===== config.mk =====
export PLATFORM = sky130hd
export DESIGN_NAME = arb_mux_nb_nto1
export DESIGN_NICKNAME = d
export VERILOG_FILES = /design/src/rtl/arb_mux_pkg.sv /design/src/rtl/arb_mux_rr_arbiter.sv /design/src/rtl/arb_mux_nb_nto1.sv
export SDC_FILE = /design/constraint.sdc
export NUM_CORES = 1
export LEC_CHECK = 0
export ABC_CLOCK_PERIOD_IN_PS = 5700
export CORE_MARGIN = 4
export CORE_UTILIZATION = 62
export DETAILED_ROUTE_END_ITERATION = 8
export DONT_BUFFER_PORTS = 1
export PLACE_DENSITY_LB_ADDON = 0.15
export SETUP_SLACK_MARGIN = 0.4
export SLEW_MARGIN = 15
export SYNTH_ARGS = -nofsm -noshare
export SYNTH_HDL_FRONTEND = slang
export SYNTH_SLANG_ARGS = --single-unit

===== constraint.sdc =====
create_clock -name clk -period 5.7 [get_ports clk]
set_clock_uncertainty 0.15 [all_clocks]
set_input_delay 1.425 -clock clk [delete_from_list [all_inputs] [get_ports clk]]
set_output_delay 1.425 -clock clk [all_outputs]
set_load 0.05 [all_outputs]

===== src/rtl/arb_mux_pkg.sv =====
// arb_mux_nb_nto1 shared types and helpers.
// Mode encoding and channel-index width function.
package arb_mux_pkg;

  typedef enum logic {
    MODE_DIRECT = 1'b0,
    MODE_RR     = 1'b1
  } mode_e;

  function automatic int idx_width(input int n);
    return (n <= 2) ? 1 : $clog2(n);
  endfunction

endpackage


===== src/rtl/arb_mux_rr_arbiter.sv =====
// Combinational round-robin arbiter.
// Grants the first requester at or after ptr, modulo N.
module arb_mux_rr_arbiter
  import arb_mux_pkg::*;
#(
  parameter  int p_n  = 8,
  localparam int p_cw = idx_width(p_n)
) (
  input  logic [p_n-1:0]  req,
  input  logic [p_cw-1:0] ptr,
  input  logic            en,
  output logic [p_n-1:0]  grant,
  output logic [p_cw-1:0] gnt_idx,
  output logic            any_grant
);

  // Circular priority search starting at ptr.
  always_comb begin
    int j;
    logic [p_cw-1:0] jj;
    grant     = '0;
    gnt_idx   = '0;
    any_grant = 1'b0;
    j         = 0;
    jj        = '0;
    for (int k = 0; k < p_n; k++) begin
      j = int'(ptr) + k;
      if (j >= p_n) begin
        j = j - p_n;
      end
      jj = p_cw'(j);
      if (en && !any_grant && req[jj]) begin
        any_grant  = 1'b1;
        grant[jj]  = 1'b1;
        gnt_idx    = jj;
      end
    end
  end

endmodule


===== src/rtl/arb_mux_nb_nto1.sv =====
// N-to-1 val/rdy mux, direct-select or round-robin.
// ARB_MUX_XFER_COUNT_EN adds a saturating xfer_count.
module arb_mux_nb_nto1
  import arb_mux_pkg::*;
#(
  parameter  int p_nbits     = 8,
  parameter  int p_nchannels = 8,
  localparam int p_cw        = idx_width(p_nchannels)
) (
  input  logic                           clk,
  input  logic                           reset,
  input  logic                           mode,
  input  logic [p_cw-1:0]                sel,
  input  logic [p_nchannels-1:0]         in_val,
  output logic [p_nchannels-1:0]         in_rdy,
  input  logic [p_nchannels*p_nbits-1:0] in_msg,
  output logic                           out_val,
  input  logic                           out_rdy,
  output logic [p_nbits-1:0]             out_msg,
  output logic [p_cw-1:0]                out_chan
`ifdef ARB_MUX_XFER_COUNT_EN
  ,
  output logic [15:0]                    xfer_count
`endif
);

  logic                   out_val_q, out_val_d;
  logic [p_nbits-1:0]     out_msg_q, out_msg_d;
  logic [p_cw-1:0]        out_chan_q, out_chan_d;
  logic [p_cw-1:0]        rr_ptr_q, rr_ptr_d;

  logic [p_nbits-1:0]     ch_msg [p_nchannels];
  logic [p_nchannels-1:0] rr_grant;
  logic [p_nchannels-1:0] rdy;
  logic [p_cw-1:0]        rr_idx;
  logic [p_cw-1:0]        g;
  logic                   rr_any;
  logic                   rr_en;
  logic                   is_rr;
  logic                   can_accept;
  logic                   sel_ok;
  logic                   xfer;

  for (genvar i = 0; i < p_nchannels; i++) begin : g_unpack
    assign ch_msg[i] = in_msg[i*p_nbits +: p_nbits];
  end

  assign is_rr  = (mode == MODE_RR);
  assign rr_en  = is_rr && !reset;
  assign sel_ok = int'(sel) < p_nchannels;

  arb_mux_rr_arbiter #(
    .p_n (p_nchannels)
  ) u_arb (
    .req       (in_val),
    .ptr       (rr_ptr_q),
    .en        (rr_en),
    .grant     (rr_grant),
    .gnt_idx   (rr_idx),
    .any_grant (rr_any)
  );

  // Ready generation and selected channel index.
  always_comb begin
    can_accept = !out_val_q || out_rdy;
    rdy        = '0;
    g          = '0;
    if (!reset) begin
      if (is_rr) begin
        if (rr_any) begin
          rdy = rr_grant & {p_nchannels{can_accept}};
          g   = rr_idx;
        end
      end else if (sel_ok) begin
        rdy[sel] = can_accept;
        g        = sel;
      end
    end
  end

  assign in_rdy = rdy;
  assign xfer   = |(in_val & rdy);

  // Output register load/drain and pointer advance.
  always_comb begin
    out_val_d  = out_val_q;
    out_msg_d  = out_msg_q;
    out_chan_d = out_chan_q;
    rr_ptr_d   = rr_ptr_q;
    if (xfer) begin
      out_val_d  = 1'b1;
      out_msg_d  = ch_msg[g];
      out_chan_d = g;
      if (is_rr) begin
        if (int'(g) == p_nchannels - 1) begin
          rr_ptr_d = '0;
        end else begin
          rr_ptr_d = g + 1'b1;
        end
      end
    end else if (out_val_q && out_rdy) begin
      out_val_d = 1'b0;
    end
  end

  // State registers with synchronous reset.
  always_ff @(posedge clk) begin
    if (reset) begin
      out_val_q  <= 1'b0;
      out_msg_q  <= '0;
      out_chan_q <= '0;
      rr_ptr_q   <= '0;
    end else begin
      out_val_q  <= out_val_d;
      out_msg_q  <= out_msg_d;
      out_chan_q <= out_chan_d;
      rr_ptr_q   <= rr_ptr_d;
    end
  end

  assign out_val  = out_val_q;
  assign out_msg  = out_msg_q;
  assign out_chan = out_chan_q;

`ifdef ARB_MUX_XFER_COUNT_EN
  logic [15:0] cnt_q, cnt_d;

  // Saturating count of output-side transfers.
  always_comb begin
    cnt_d = cnt_q;
    if (out_val_q && out_rdy && cnt_q != 16'hFFFF) begin
      cnt_d = cnt_q + 16'd1;
    end
  end

  // Counter register.
  always_ff @(posedge clk) begin
    if (reset) begin
      cnt_q <= '0;
    end else begin
      cnt_q <= cnt_d;
    end
  end

  assign xfer_count = cnt_q;
`endif

endmodule


## Yosys cells after proc, flatten, opt, wreduce, memory -nomap -nowiden

Cells that the tools add are included.
W data, S select, Z words.

| cells by class | value |
|---|---|
| $lt $le $gt $ge | 27 |
| multiplexer cells | 78 |
| bitwise logic cells | 11 |
| reduce and logical (&&, ||, !) cells | 39 |
| equality and inequality tests | 1 |
| shift-type cells | 0 |
| multiply operators | 0 |
| add/subtract/negate cells | 16 |
| div/mod/pow operators | 0 |

Operators by type and width:

| kind | count |
|---|---|
| $mux W8 | 13 |
| $mux W3 | 20 |
| $or A8 B8 Y8 | 7 |
| $lt A3 B4 Y1 const B | 9 |
| $ge A4 B4 Y1 const B | 8 |
| $demux W1 S3 | 9 |
| $ge A3 B1 Y1 const B | 9 |
| $mux W1 | 27 |
| $logic_and A1 B1 Y1 | 26 |
| $and A8 B8 Y8 | 3 |
| $bmux W1 S3 | 8 |
| $bmux W8 S3 | 1 |
| $sub A3 B1 Y3 const B | 8 |
| $add A3 B3 Y4 const B | 4 |
| $logic_not A1 Y1 | 9 |
| $add A3 B2 Y4 const B | 2 |
| $reduce_or A8 Y1 | 1 |
| $add A3 B1 Y4 const B | 1 |
| $ge A3 B4 Y1 const B | 1 |
| $not A3 Y4 | 1 |
| $add A3 B1 Y3 const B | 1 |
| $eq A3 B1 Y1 const B | 1 |
| $reduce_and A2 Y1 | 1 |
| $reduce_bool A2 Y1 | 1 |
| $logic_or A1 B1 Y1 | 1 |

| word-level totals | value |
|---|---|
| RAM bits | 0 |
| register bits | 15 |
| bits in latches | 0 |
| output and inout bits | 20 |
| memories | 0 |
| word-level logic and storage cells | 176 |
| bits in read-only memories | 0 |

## Longest topological paths before layout

Gate-level depths: netlist (run 1).

| depth | value |
|---|---|
| depth after elaboration | 41 |
| gate-level depth with buffers | 19 |
| gate-level depth less buffers | 15 |

## Modules after synthesis

From an unflattened synthesis (run 1), not the netlist that was laid out.

| unflattened totals | value |
|---|---|
| cell total of the unflattened synthesis | 353 |
| area total of the unflattened synthesis | 2803.9 um2 |

Modules (own cells, without submodules):

| module | seq. area each (um2) | cells an instance | area an instance (um2) | times used |
|---|---|---|---|---|
| arb_mux_nb_nto1 | 300.3 | 198 | 1447.6 | 1 |
| arb_mux_rr_arbiter | 0.0 | 155 | 1356.3 | 1 |

## Worst setup path before layout (run 1)

Ideal clock, no wire load.

| timing path | value |
|---|---|
| path kind | register to output |
| start | reg rr_ptr_q[0] |
| end | out in_rdy[1] |
| arrival time | 4370 ps |
| path slack | -245 ps |
| stages on the path, launching flop included | 13 |
| cells stage by stage | dfxtp_1 > buf_4 > buf_4 > buf_4 > clkinv_1 > ha_1 > mux2_2 > nor3_1 > nor4b_4 > o41a_1 > nor4_1 > a211oi_2 > a211oi_1 |

| between the ends | value |
|---|---|
| word-level cells in the longest chain between the ends | 38 |

RTL lines:

| element | line | text |
|---|---|---|
| start: declaration | arb_mux_nb_nto1.sv:30 | `logic [p_cw-1:0] rr_ptr_q, rr_ptr_d;` |
| start signal: assignment | arb_mux_nb_nto1.sv:117 | `rr_ptr_q <= rr_ptr_d;` |
| parallel branches: the longest is 35 deep, another holds $add A3 B1 Y4 | n/a |  |
| $mux W8 (*) | arb_mux_nb_nto1.sv:70 | `if (rr_any) begin` |
| $mux W8 (*) | arb_mux_nb_nto1.sv:69 | `if (is_rr) begin` |
| $mux W8 (*) | arb_mux_nb_nto1.sv:68 | `if (!reset) begin` |
| end: declaration | arb_mux_nb_nto1.sv:15 | `output logic [p_nchannels-1:0] in_rdy,` |

Mark *: on every way between the ends. The select of a mux whose other input is x is not followed.

## Worst setup path in the final report (run 1)

| timing path | value |
|---|---|
| start | in in_val[4] |
| end | out in_rdy[7] |

| between the ends | value |
|---|---|
| word-level cells in the longest chain between the ends | 36 |

RTL lines:

| element | line | text |
|---|---|---|
| start: declaration | arb_mux_nb_nto1.sv:14 | `input logic [p_nchannels-1:0] in_val,` |
| $bmux W1 S3 | arb_mux_rr_arbiter.sv:32 | `if (en && !any_grant && req[jj]) begin` |
| $mux W1 (implied by the code) | arb_mux_rr_arbiter.sv:32 |  |
| $logic_and A1 B1 Y1 | arb_mux_rr_arbiter.sv:32 |  |
| $mux W1 | arb_mux_rr_arbiter.sv:32 |  |
| $logic_not A1 Y1 | arb_mux_rr_arbiter.sv:32 |  |
| $logic_and A1 B1 Y1 (2 in series) | arb_mux_rr_arbiter.sv:32 |  |
| $mux W1 | arb_mux_rr_arbiter.sv:32 |  |
| $logic_not A1 Y1 | arb_mux_rr_arbiter.sv:32 |  |
| [18 not listed] | n/a |  |
| $mux W1 | arb_mux_rr_arbiter.sv:32 |  |
| $logic_not A1 Y1 | arb_mux_rr_arbiter.sv:32 |  |
| $logic_and A1 B1 Y1 (2 in series) | arb_mux_rr_arbiter.sv:32 |  |
| $mux W8 | arb_mux_rr_arbiter.sv:32 |  |
| $and A8 B8 Y8 | arb_mux_nb_nto1.sv:71 | `rdy = rr_grant & {p_nchannels{can_accept}};` |
| $mux W8 (*) | arb_mux_nb_nto1.sv:70 |  |
| $mux W8 (*) | arb_mux_nb_nto1.sv:69 |  |
| $mux W8 (*) | arb_mux_nb_nto1.sv:68 |  |

Mark *: on every way between the ends. The rest lies on a longest branch, timed or not. The select of a mux whose other input is x is not followed.

==> results_dict.tcl, run 1 <==
set metrics [dict create \
    ys_warn_count 0 \
    gp_congestion 1.12 \
    cts.clk_slew.worst_paths_ns 0.06 \
    finalInstanceArea_sq_um 3910 \
    drtPass1Iterations 8 \
    p_per_area_nw_per_um2 518 \
    period_share 0.933 \
    pin_count 99 \
    cts_hold_buffers 0 \
    synth_nets 538 \
    seqPwrFrac 0.137 \
    internal_power_mw 0.844 \
    portBuffers 0 \
    relSlewSlack 0.197 \
    critPathTopFamily "compound AO/OA/AOI/OAI gates" \
    drive_above_1_share 0.228 \
    fp.dieArea_sq_um 6680 \
    p_sw_mw 1.18 \
    yosysSeqAreaShare 0.0892 \
    grt_use_total 0.376 \
    p_clk_frac 0.043 \
    wl_per_cell_um 24.1 \
    holdWs_ns 0.568 \
    synth-seq-cells 15 \
    dpl.hpwl_um 10000 \
    cts-buffers-inserted 3 \
    grt_overflow 0 \
    switching_share 0.584 \
    finalHoldViolations 0 \
    wirelength_um 12900 \
    antenna_found_initial 0 \
    tns_ns 0 \
    cts_tree "yes" \
    clock_sinks 15 \
    tightest_slew_ns 1.20 \
    syn_area_sq_um 3370 \
    drt_iter0_drc 617 \
    rows 26 \
    finalSetupViolations 0 \
    nets 552 \
    slowest_stage "mux4_2" \
    grt_pass1_wl_um 19300 \
    worstSetupEndpointType "output port" \
    syn_area_per_cell_sq_um 7.47 \
    regArea_sq_um 300 \
    area_growth_pct 16.2 \
    place_area_sq_um 3700 \
    vias 4186 \
    peakVddDrop_mv 0.300 \
    cts_root_buffer "clkbuf_8" \
    grt_pass1_vias 3724 \
    cp.buffers_inverters 0 \
    path_cells "mux2_4, mux4_2, nand4b_1, o221ai_2, o21ai_1, o221a_2, a21boi_4" \
    startpoint_type "primary input" \
    worstPathMaxFanout 8 \
    core_sq_um 5170 \
    rsz0062_at_grt "yes" \
    synthCells 451 \
    fmax_mhz 188 \
    fillers 366 \
    setup_slack_ns 0.384 \
    multiInputGateArea_sq_um 3050 \
    ys.flop_type "dfxtp_1" \
    status "finished, final reports clean" \
    critPathMaxStageDelay_ns 0.58 \
    yosysUniqueCellTypes 75 \
    diodes 0 \
    period_minus_slack_ns 5.32 \
    comb_power_share 0.820 \
    drc_errors 0 \
    antenna_left 0 \
    arrival_ns 3.74 \
    routed_via_density 7.84 \
    clk_latency_ns 0.25 \
    grt_max_degree 52 \
    die_x_um 81.7 \
    instances_no_fill 534 \
    maxCapViolCount 0 \
    start_util 0.651 \
    htreeDepth 1 \
    power.leakage_nw 1.40 \
    required_ns 4.12 \
    pre_cts_slack_ns 0.291 \
    slew_viol_final 0 \
    die_h_um 81.7 \
    cts_max_path_buffers 2 \
    holdCritPathClass "flip-flop to flip-flop" \
    crit_type "primary input to output port" \
    dp.cells 527 \
    synth_edf_count 0 \
    synthArstFlopShare 0 \
]
[cell usage in the layout, fill, tap and decap left out, types with 5 or more instances in the layout]
master and instances:
a22oi_1 5, nand3_1 25, buf_12 6, a21oi_1 9
and3_1 6, nand2_1 46, nand4_1 12, mux4_2 7
ha_1 5, nand2b_1 7, o21ai_0 13, mux2_2 18
inv_1 9, buf_4 31, nor2b_1 12, dfxtp_1 15
nor2_1 31, o41ai_1 9, and2_1 8, mux2i_1 27
o31ai_1 9, o211ai_1 20, nor3_1 7, a31oi_1 18
[power by group through the flow]
stage               combinational, mW  clock (mW)  sequential, mW
detailed placement               1.51           0           0.277
floorplan                        1.10           0           0.275
global route                     1.76      0.0919           0.279
global placement                 1.49           0           0.276
finish                           1.66      0.0876           0.277
CTS                              1.53      0.0867           0.274
[worst reg2reg max path, stage by stage (launching register included)]
cell        delay (ns)
dfxtp_1           0.39
clkinvlp_4        0.22
ha_4              0.40
mux2_4            0.34
o22ai_1           0.27
nor4_4            0.10
buf_4             0.17
o21ai_1           0.43
buf_4             0.24
o21ai_0           0.15
a31oi_4           1.00
mux2_2            0.44
o211ai_1          0.26
a31oi_1           0.12
[synth_stat cells, drive strengths merged, types with 10 or more instances]
cell	number	area (sq um)
nand2	47	176
nor3	10	55.1
nor2b	12	75.1
nand4	12	75.1
o41ai	10	95.1
mux2	23	259
dfxtp	15	300
nor2	34	130
mux2i	28	280
o31ai	11	101
buf	12	73.8
clkbuf	18	67.6
o211ai	20	150
nand3	25	125
o21ai	16	80.1
a31oi	19	125
[logic make-up (layout without fill, tap and decap cells)]
kind of cell    Yosys count  count (layout)  synth area share
compound gates          142             142             0.326
xor+xnor                  4               4            0.0104
fa+ha+maj                 8               8            0.0297
buf+inv                  43              56            0.0565
flops                    15              15            0.0892
mux                      58              58             0.207
simple gates            181             181             0.282
[sequential cells by signal (all words and copies together) (netlist names)]
signal    cells
out_msg       8
out_chan      3
rr_ptr_q      3
out_val       1
[final timing paths]
check,start,endpoint,slack [ns],cells after the start
worst max-delay path,in_val[4],in_rdy[7],0.38,7
worst min-delay path,out_chan[2],out_chan[2],0.57,2
worst max register to register,rr_ptr_q[1],out_msg[4],0.90,13
worst min register to register,out_chan[2],out_chan[2],0.57,2
[cell type report]
type / count / area share
timing repair buffer: 39 / 0.0969
sequential: 15 / 0.0767
clock buffer: 4 / 0.0115
inverter: 13 / 0.0134
multi-input combinational: 393 / 0.779
tap: 70 / 0.0224
[per-stage QoR]
stage	power, mW	util
detailed placement	1.78	0.716
finish	2.03	0.757
CTS	1.89	0.731
global route	2.13	0.757
floorplan	1.37	-
global placement	1.76	0.716
[layer usage]
layer  routed length (um)  GRT usage
met1                 4820      0.521
met2                 5390      0.558
met3                 1860     0.0899
met4                  813      0.153
met5                    0          0
[what timing repair did]
item                       in CTS  in global routing
gates resized for setup         7                 24
setup endpoints to repair       5                  8
buffers inserted                0                  3
pin swaps                       1                  5
(Power assumes the default switching activity.)
==> inputs of run 2 (changes only) <==
Settings changed: CORE_ASPECT_RATIO set to 0.7, CTS_BUF_LIST set to sky130_fd_sc_hd__clkbuf_8.
==> run 2 against run 1 <==
Combinational power about the same; critical endpoint unchanged; total power decreased by 0.55%; routed wire length increased by 0.10%; non-clock buffer count decreased by 2; the flow now finishes with violations (design-rule violations); final cell count unchanged; global-route usage decreased by 1.7 points; count of clock-buffer cells in the layout decreased by 1; sequential share of layout area increased by 0.089 points; die area increased by 0.28%; clock power about the same; utilization decreased by 2.1 points.
==> results_dict.tcl, run 2 (same netlist as run 1, synthesis figures left out) <==
set metrics [dict create \
    antenna_left 0 \
    slowest_stage "mux4_2" \
    period_minus_slack_ns 5.36 \
    rows 22 \
    drive_above_1_share 0.238 \
    clk_latency_ns 0.25 \
    grt_overflow 0 \
    wirelength_um 12900 \
    cts_root_buffer "clkbuf_8" \
    rsz0062_at_grt "yes" \
    fillers 399 \
    period_share 0.940 \
    antenna_found_initial 0 \
    grt_pass1_vias 3687 \
    cts_hold_buffers 0 \
    relSlewSlack 0.481 \
    switching_share 0.591 \
    gp_congestion 1.30 \
    final_common_cell "nand2_1" \
    pre_cts_slack_ns 0.319 \
    internal_power_mw 0.826 \
    status "complete, but fails checks" \
    drt_iter0_drc 795 \
    tightest_slew_ns 0.773 \
    drtPass1Iterations 9 \
    comb_power_share 0.820 \
    htreeDepth 1 \
    fp.dieArea_sq_um 6690 \
    largest_reg_flops 8 \
    wl_per_cell_um 24.1 \
    mostFrequentLayoutCells "nand2_1 (46), nor2_1 (30), buf_4 (28), mux2i_1 (26), nand3_1 (25)" \
    fmax_mhz 187 \
    cts.clk_slew.worst_paths_ns 0.07 \
    cts-buffers-inserted 3 \
    startpoint_type "primary input" \
    setup_slack_ns 0.344 \
    arrival_ns 3.78 \
    holdCritPathClass "flip-flop to flip-flop" \
    violations "design-rule violations" \
    cts_tree "yes" \
    nets 550 \
    power.leakage_nw 1.38 \
    clock_sinks 15 \
    worstPathMaxFanout 8 \
    power_mw 2.02 \
    diodes 0 \
    drc_errors 170 \
    grt_pass1_wl_um 19100 \
    tns_ns 0 \
    slew_viol_final 0 \
    core_sq_um 5260 \
    die_x_um 96.1 \
    required_ns 4.12 \
    p_sw_mw 1.19 \
    area_growth_pct 14.9 \
    die_h_um 69.7 \
    grt_max_degree 52 \
    critPathMaxStageDelay_ns 0.60 \
    portBuffers 0 \
    worstSetupEndpointType "output port" \
    cts_max_path_buffers 2 \
    start_util 0.641 \
    cp.buffers_inverters 0 \
    pin_count 99 \
    finalHoldViolations 0 \
    grt_use_total 0.359 \
    maxCapViolCount 0 \
    peakVddDrop_mv 0.260 \
    seqPwrFrac 0.137 \
    crit_type "primary input to output port" \
    routed_via_density 7.90 \
    p_clk_frac 0.043 \
    critPathTopFamily "compound AO/OA/AOI/OAI gates" \
    path_cells "mux2_2, mux4_2, nand4b_1, o221ai_2, o21ai_0, o221a_2, a21boi_4" \
    finalSetupViolations 0 \
    vias 4221 \
    fin_util 0.736 \
    p_per_area_nw_per_um2 521 \
    dpl.hpwl_um 9630 \
]
[run 2: cell count changes in the layout (fill, tap and decap cells not counted), moves of 2 or more]
cell     previous run  this run
mux2_4              3         0
a31oi_1            18        16
and2_1              8         6
a31oi_2             0         2
mux2_2             18        21
buf_4              31        28
o21ai_1             3         1
buf_6               1         3
ha_4                2         0
[run 2: path summary, 6_finish.rpt]
path	end	cells past startpoint	slack [ns]	startpoint
hold reg to reg	out_chan[1]	2	0.58	out_chan[1]
setup reg to reg	rr_ptr_q[2]	17	1.04	rr_ptr_q[0]
setup / recovery	in_rdy[7]	7	0.34	in_val[6]
hold / removal	out_chan[1]	2	0.58	out_chan[1]
[run 2: layout make-up]
cell class / count / area [sq um] / share of cell area
Inverter: 13 / 50.0 / 0.0129
Timing Repair Buffer: 37 / 364 / 0.0941
Multi-Input combinational cell: 393 / 3020 / 0.780
Clock buffer: 3 / 41.3 / 0.0107
Tap cell: 72 / 90.1 / 0.0233
Sequential cell: 15 / 300 / 0.0776
Clock inverter: 1 / 3.75 / 0.000970
[run 2: power groups by stage]
stage	registers [mW]	logic, mW	clock network (mW)
2_1_floorplan	0.275	1.10	0
3_3_place_gp	0.275	1.46	0
3_5_place_dp	0.277	1.48	0
4_1_cts	0.275	1.51	0.0884
5_1_grt	0.278	1.72	0.0953
6_report	0.276	1.65	0.0876
[run 2: worst min-delay path, stage by stage, from the launching register on]
cell and delay [ns]:
dfxtp_1 0.48, nand4_1 0.15, a21oi_1 0.06
[run 2: layer usage]
layer,vias to the layer above,part of all wire,GRT usage,routed length (um)
met5,-,0,0,0
met4,0,0.057,0.114,735
li1,1815,-,-,-
met2,448,0.38,0.474,4950
met3,110,0.18,0.168,2380
met1,1848,0.37,0.506,4830
[run 2: repair_timing]
action                                  CTS  global route
resized for setup                         9            20
pin swaps                                 1            12
setup buffers                             0             5
endpoints found under the setup margin    7             7
cloned                                    0             0
[run 2: metrics by stage]
stage	instance area, sq um	std cells	hold slack, ns
final	3870	534	0.577
after global placement	3670	525	0.558
after global routing	3870	534	0.596
after floorplan	3400	451	0.542
after detailed placement	3670	525	0.569
after CTS	3750	529	0.579
==> inputs of run 3 (changes only) <==
Settings changed: CORE_MARGIN 4 to 3, PLACE_DENSITY set to 0.74, PLACE_DENSITY_LB_ADDON 0.15 to not set, TNS_END_PERCENT set to 5.
==> run 3 against run 2 <==
The run still ends with design-rule violations left; maximum frequency is 0.46% lower; sequential power hardly changed; non-clock buffer count increased by 6; critical path depth rose by 2.
==> results_dict.tcl, run 3 (same netlist as run 1, synthesis figures left out) <==
set metrics [dict create \
    holdCritPathClass "flip-flop to flip-flop" \
    nets 556 \
    critPathTopFamily "compound AO/OA/AOI/OAI gates" \
    vias 4407 \
    power.leakage_nw 1.40 \
    antenna_found_initial 1 \
    die_h_um 67.7 \
    switching_share 0.601 \
    grt_overflow 0 \
    setup_slack_ns 0.319 \
    fmax_mhz 186 \
    violations "design-rule violations" \
    pre_cts_slack_ns 0.267 \
    drc_errors 62 \
    peakVddDrop_mv 0.323 \
    cts_hold_buffers 0 \
    area_growth_pct 15.0 \
    cp.buffers_inverters 2 \
    gp_congestion 1.18 \
    drive_above_1_share 0.226 \
    largest_reg_flops 8 \
    grt_use_total 0.412 \
    tns_ns 0 \
    comb_power_share 0.827 \
    cts_max_path_buffers 2 \
    tightest_slew_ns 1.12 \
    period_minus_slack_ns 5.38 \
    slowest_stage "o41a_1" \
    fp.dieArea_sq_um 6370 \
    cts-buffers-inserted 3 \
    finalSetupViolations 0 \
    antenna_left 0 \
    period_share 0.944 \
    cts_tree "yes" \
    pin_count 99 \
    startpoint_type "primary input" \
    crit_type "primary input to output port" \
    slew_viol_final 0 \
    arrival_ns 3.81 \
    grt_max_degree 33 \
    wirelength_um 14200 \
    core_sq_um 5020 \
    drt_iter0_drc 842 \
    start_util 0.671 \
    finalHoldViolations 0 \
    htreeDepth 1 \
    grt_pass1_wl_um 19900 \
    worstSetupEndpointType "output port" \
    routed_via_density 8.19 \
    portBuffers 0 \
    rsz0062_at_grt "yes" \
    mostFrequentLayoutCells "nand2_1 (47), buf_4 (37), nor2_1 (31), mux2i_1 (28), nand3_1 (24)" \
    status "complete, but fails checks" \
    final_common_cell "nand2_1" \
    clk_latency_ns 0.25 \
    path_cells "mux2i_1, o32a_1, nand2_1, o41a_1, nor3_2, buf_4, a31o_2, and2_1, buf_12" \
    dpl.hpwl_um 10400 \
    internal_power_mw 0.833 \
    fillers 355 \
    cts.clk_slew.worst_paths_ns 0.06 \
    p_per_area_nw_per_um2 540 \
    seqPwrFrac 0.131 \
    required_ns 4.12 \
    maxCapViolCount 0 \
    p_clk_frac 0.041 \
    rows 21 \
    relSlewSlack 0.252 \
    drtPass1Iterations 9 \
    cts_root_buffer "clkbuf_8" \
    worstPathMaxFanout 6 \
    critPathMaxStageDelay_ns 0.50 \
    grt_pass1_vias 3633 \
    wl_per_cell_um 26.5 \
    die_x_um 94.1 \
    p_sw_mw 1.26 \
    clock_sinks 15 \
]
==> run 3: changes by cell type in the layout (fill, tap and decap cells not counted), sizes merged <==
cell,before,now
buf,37,43
diode,0,1
==> run 3: worst min-delay path: stages, from the launching register on <==
cell	delay (ns)
dfxtp_1	0.47
nand4_1	0.14
a21oi_1	0.06
==> run 3: worst paths after layout <==
check                                   end  cells after the start   startpoint  slack, ns
worst max-delay path              in_rdy[6]                      9    in_val[1]       0.32
worst min-delay path            out_chan[1]                      2  out_chan[1]       0.56
worst max register to register   out_msg[3]                     15  rr_ptr_q[0]       0.64
worst min register to register  out_chan[1]                      2  out_chan[1]       0.56
==> run 3: area by class of cell <==
cell class / instances / area, sq um / share of cell area
multi-input combinational: 393 / 3000 / 0.775
timing repair buffer: 43 / 389 / 0.100
sequential: 15 / 300 / 0.0775
tap: 69 / 86.3 / 0.0223
inverter: 13 / 48.8 / 0.0126
clock buffer: 3 / 41.3 / 0.0107
clock inverter: 1 / 3.75 / 0.000969
antenna: 1 / 2.50 / 0.000646
==> run 3: metal layers <==
metal | vias to the layer above | part of all wire | wire length, um | global-route usage
met5 | - | 0.0070 | 100 | 0.117
met2 | 464 | 0.39 | 5550 | 0.558
met4 | 4 | 0.042 | 594 | 0.0775
li1 | 1829 | - | - | -
met1 | 2022 | 0.37 | 5290 | 0.564
met3 | 88 | 0.19 | 2700 | 0.222
==> run 3: timing repair <==
action	4_1_cts	5_1_grt
pin swaps	0	10
hold endpoints to repair	0	0
setup buffers	2	9
resized for setup	3	18
endpoints found under the setup margin	2	7
==> run 3: stage by stage <==
stage                     std cells  utilization  power, mW  instance area (sq um)  hold slack (ns)
after floorplan                 451            -       1.36                   3380            0.542
after global placement          522        0.725       1.76                   3640            0.552
after detailed placement        522        0.725       1.78                   3640            0.557
after CTS                       528        0.739       1.89                   3710            0.565
after global routing            538        0.772       2.16                   3870            0.622
final                           538        0.772       2.09                   3870            0.560
==> run 3: power groups by stage <==
stage / Combinational [mW] / Sequential (mW) / Clock (mW)
5_1_grt: 1.79 / 0.277 / 0.0925
6_report: 1.73 / 0.274 / 0.0866
3_5_place_dp: 1.51 / 0.275 / 0
3_3_place_gp: 1.49 / 0.275 / 0
4_1_cts: 1.53 / 0.273 / 0.0858
2_1_floorplan: 1.09 / 0.275 / 0
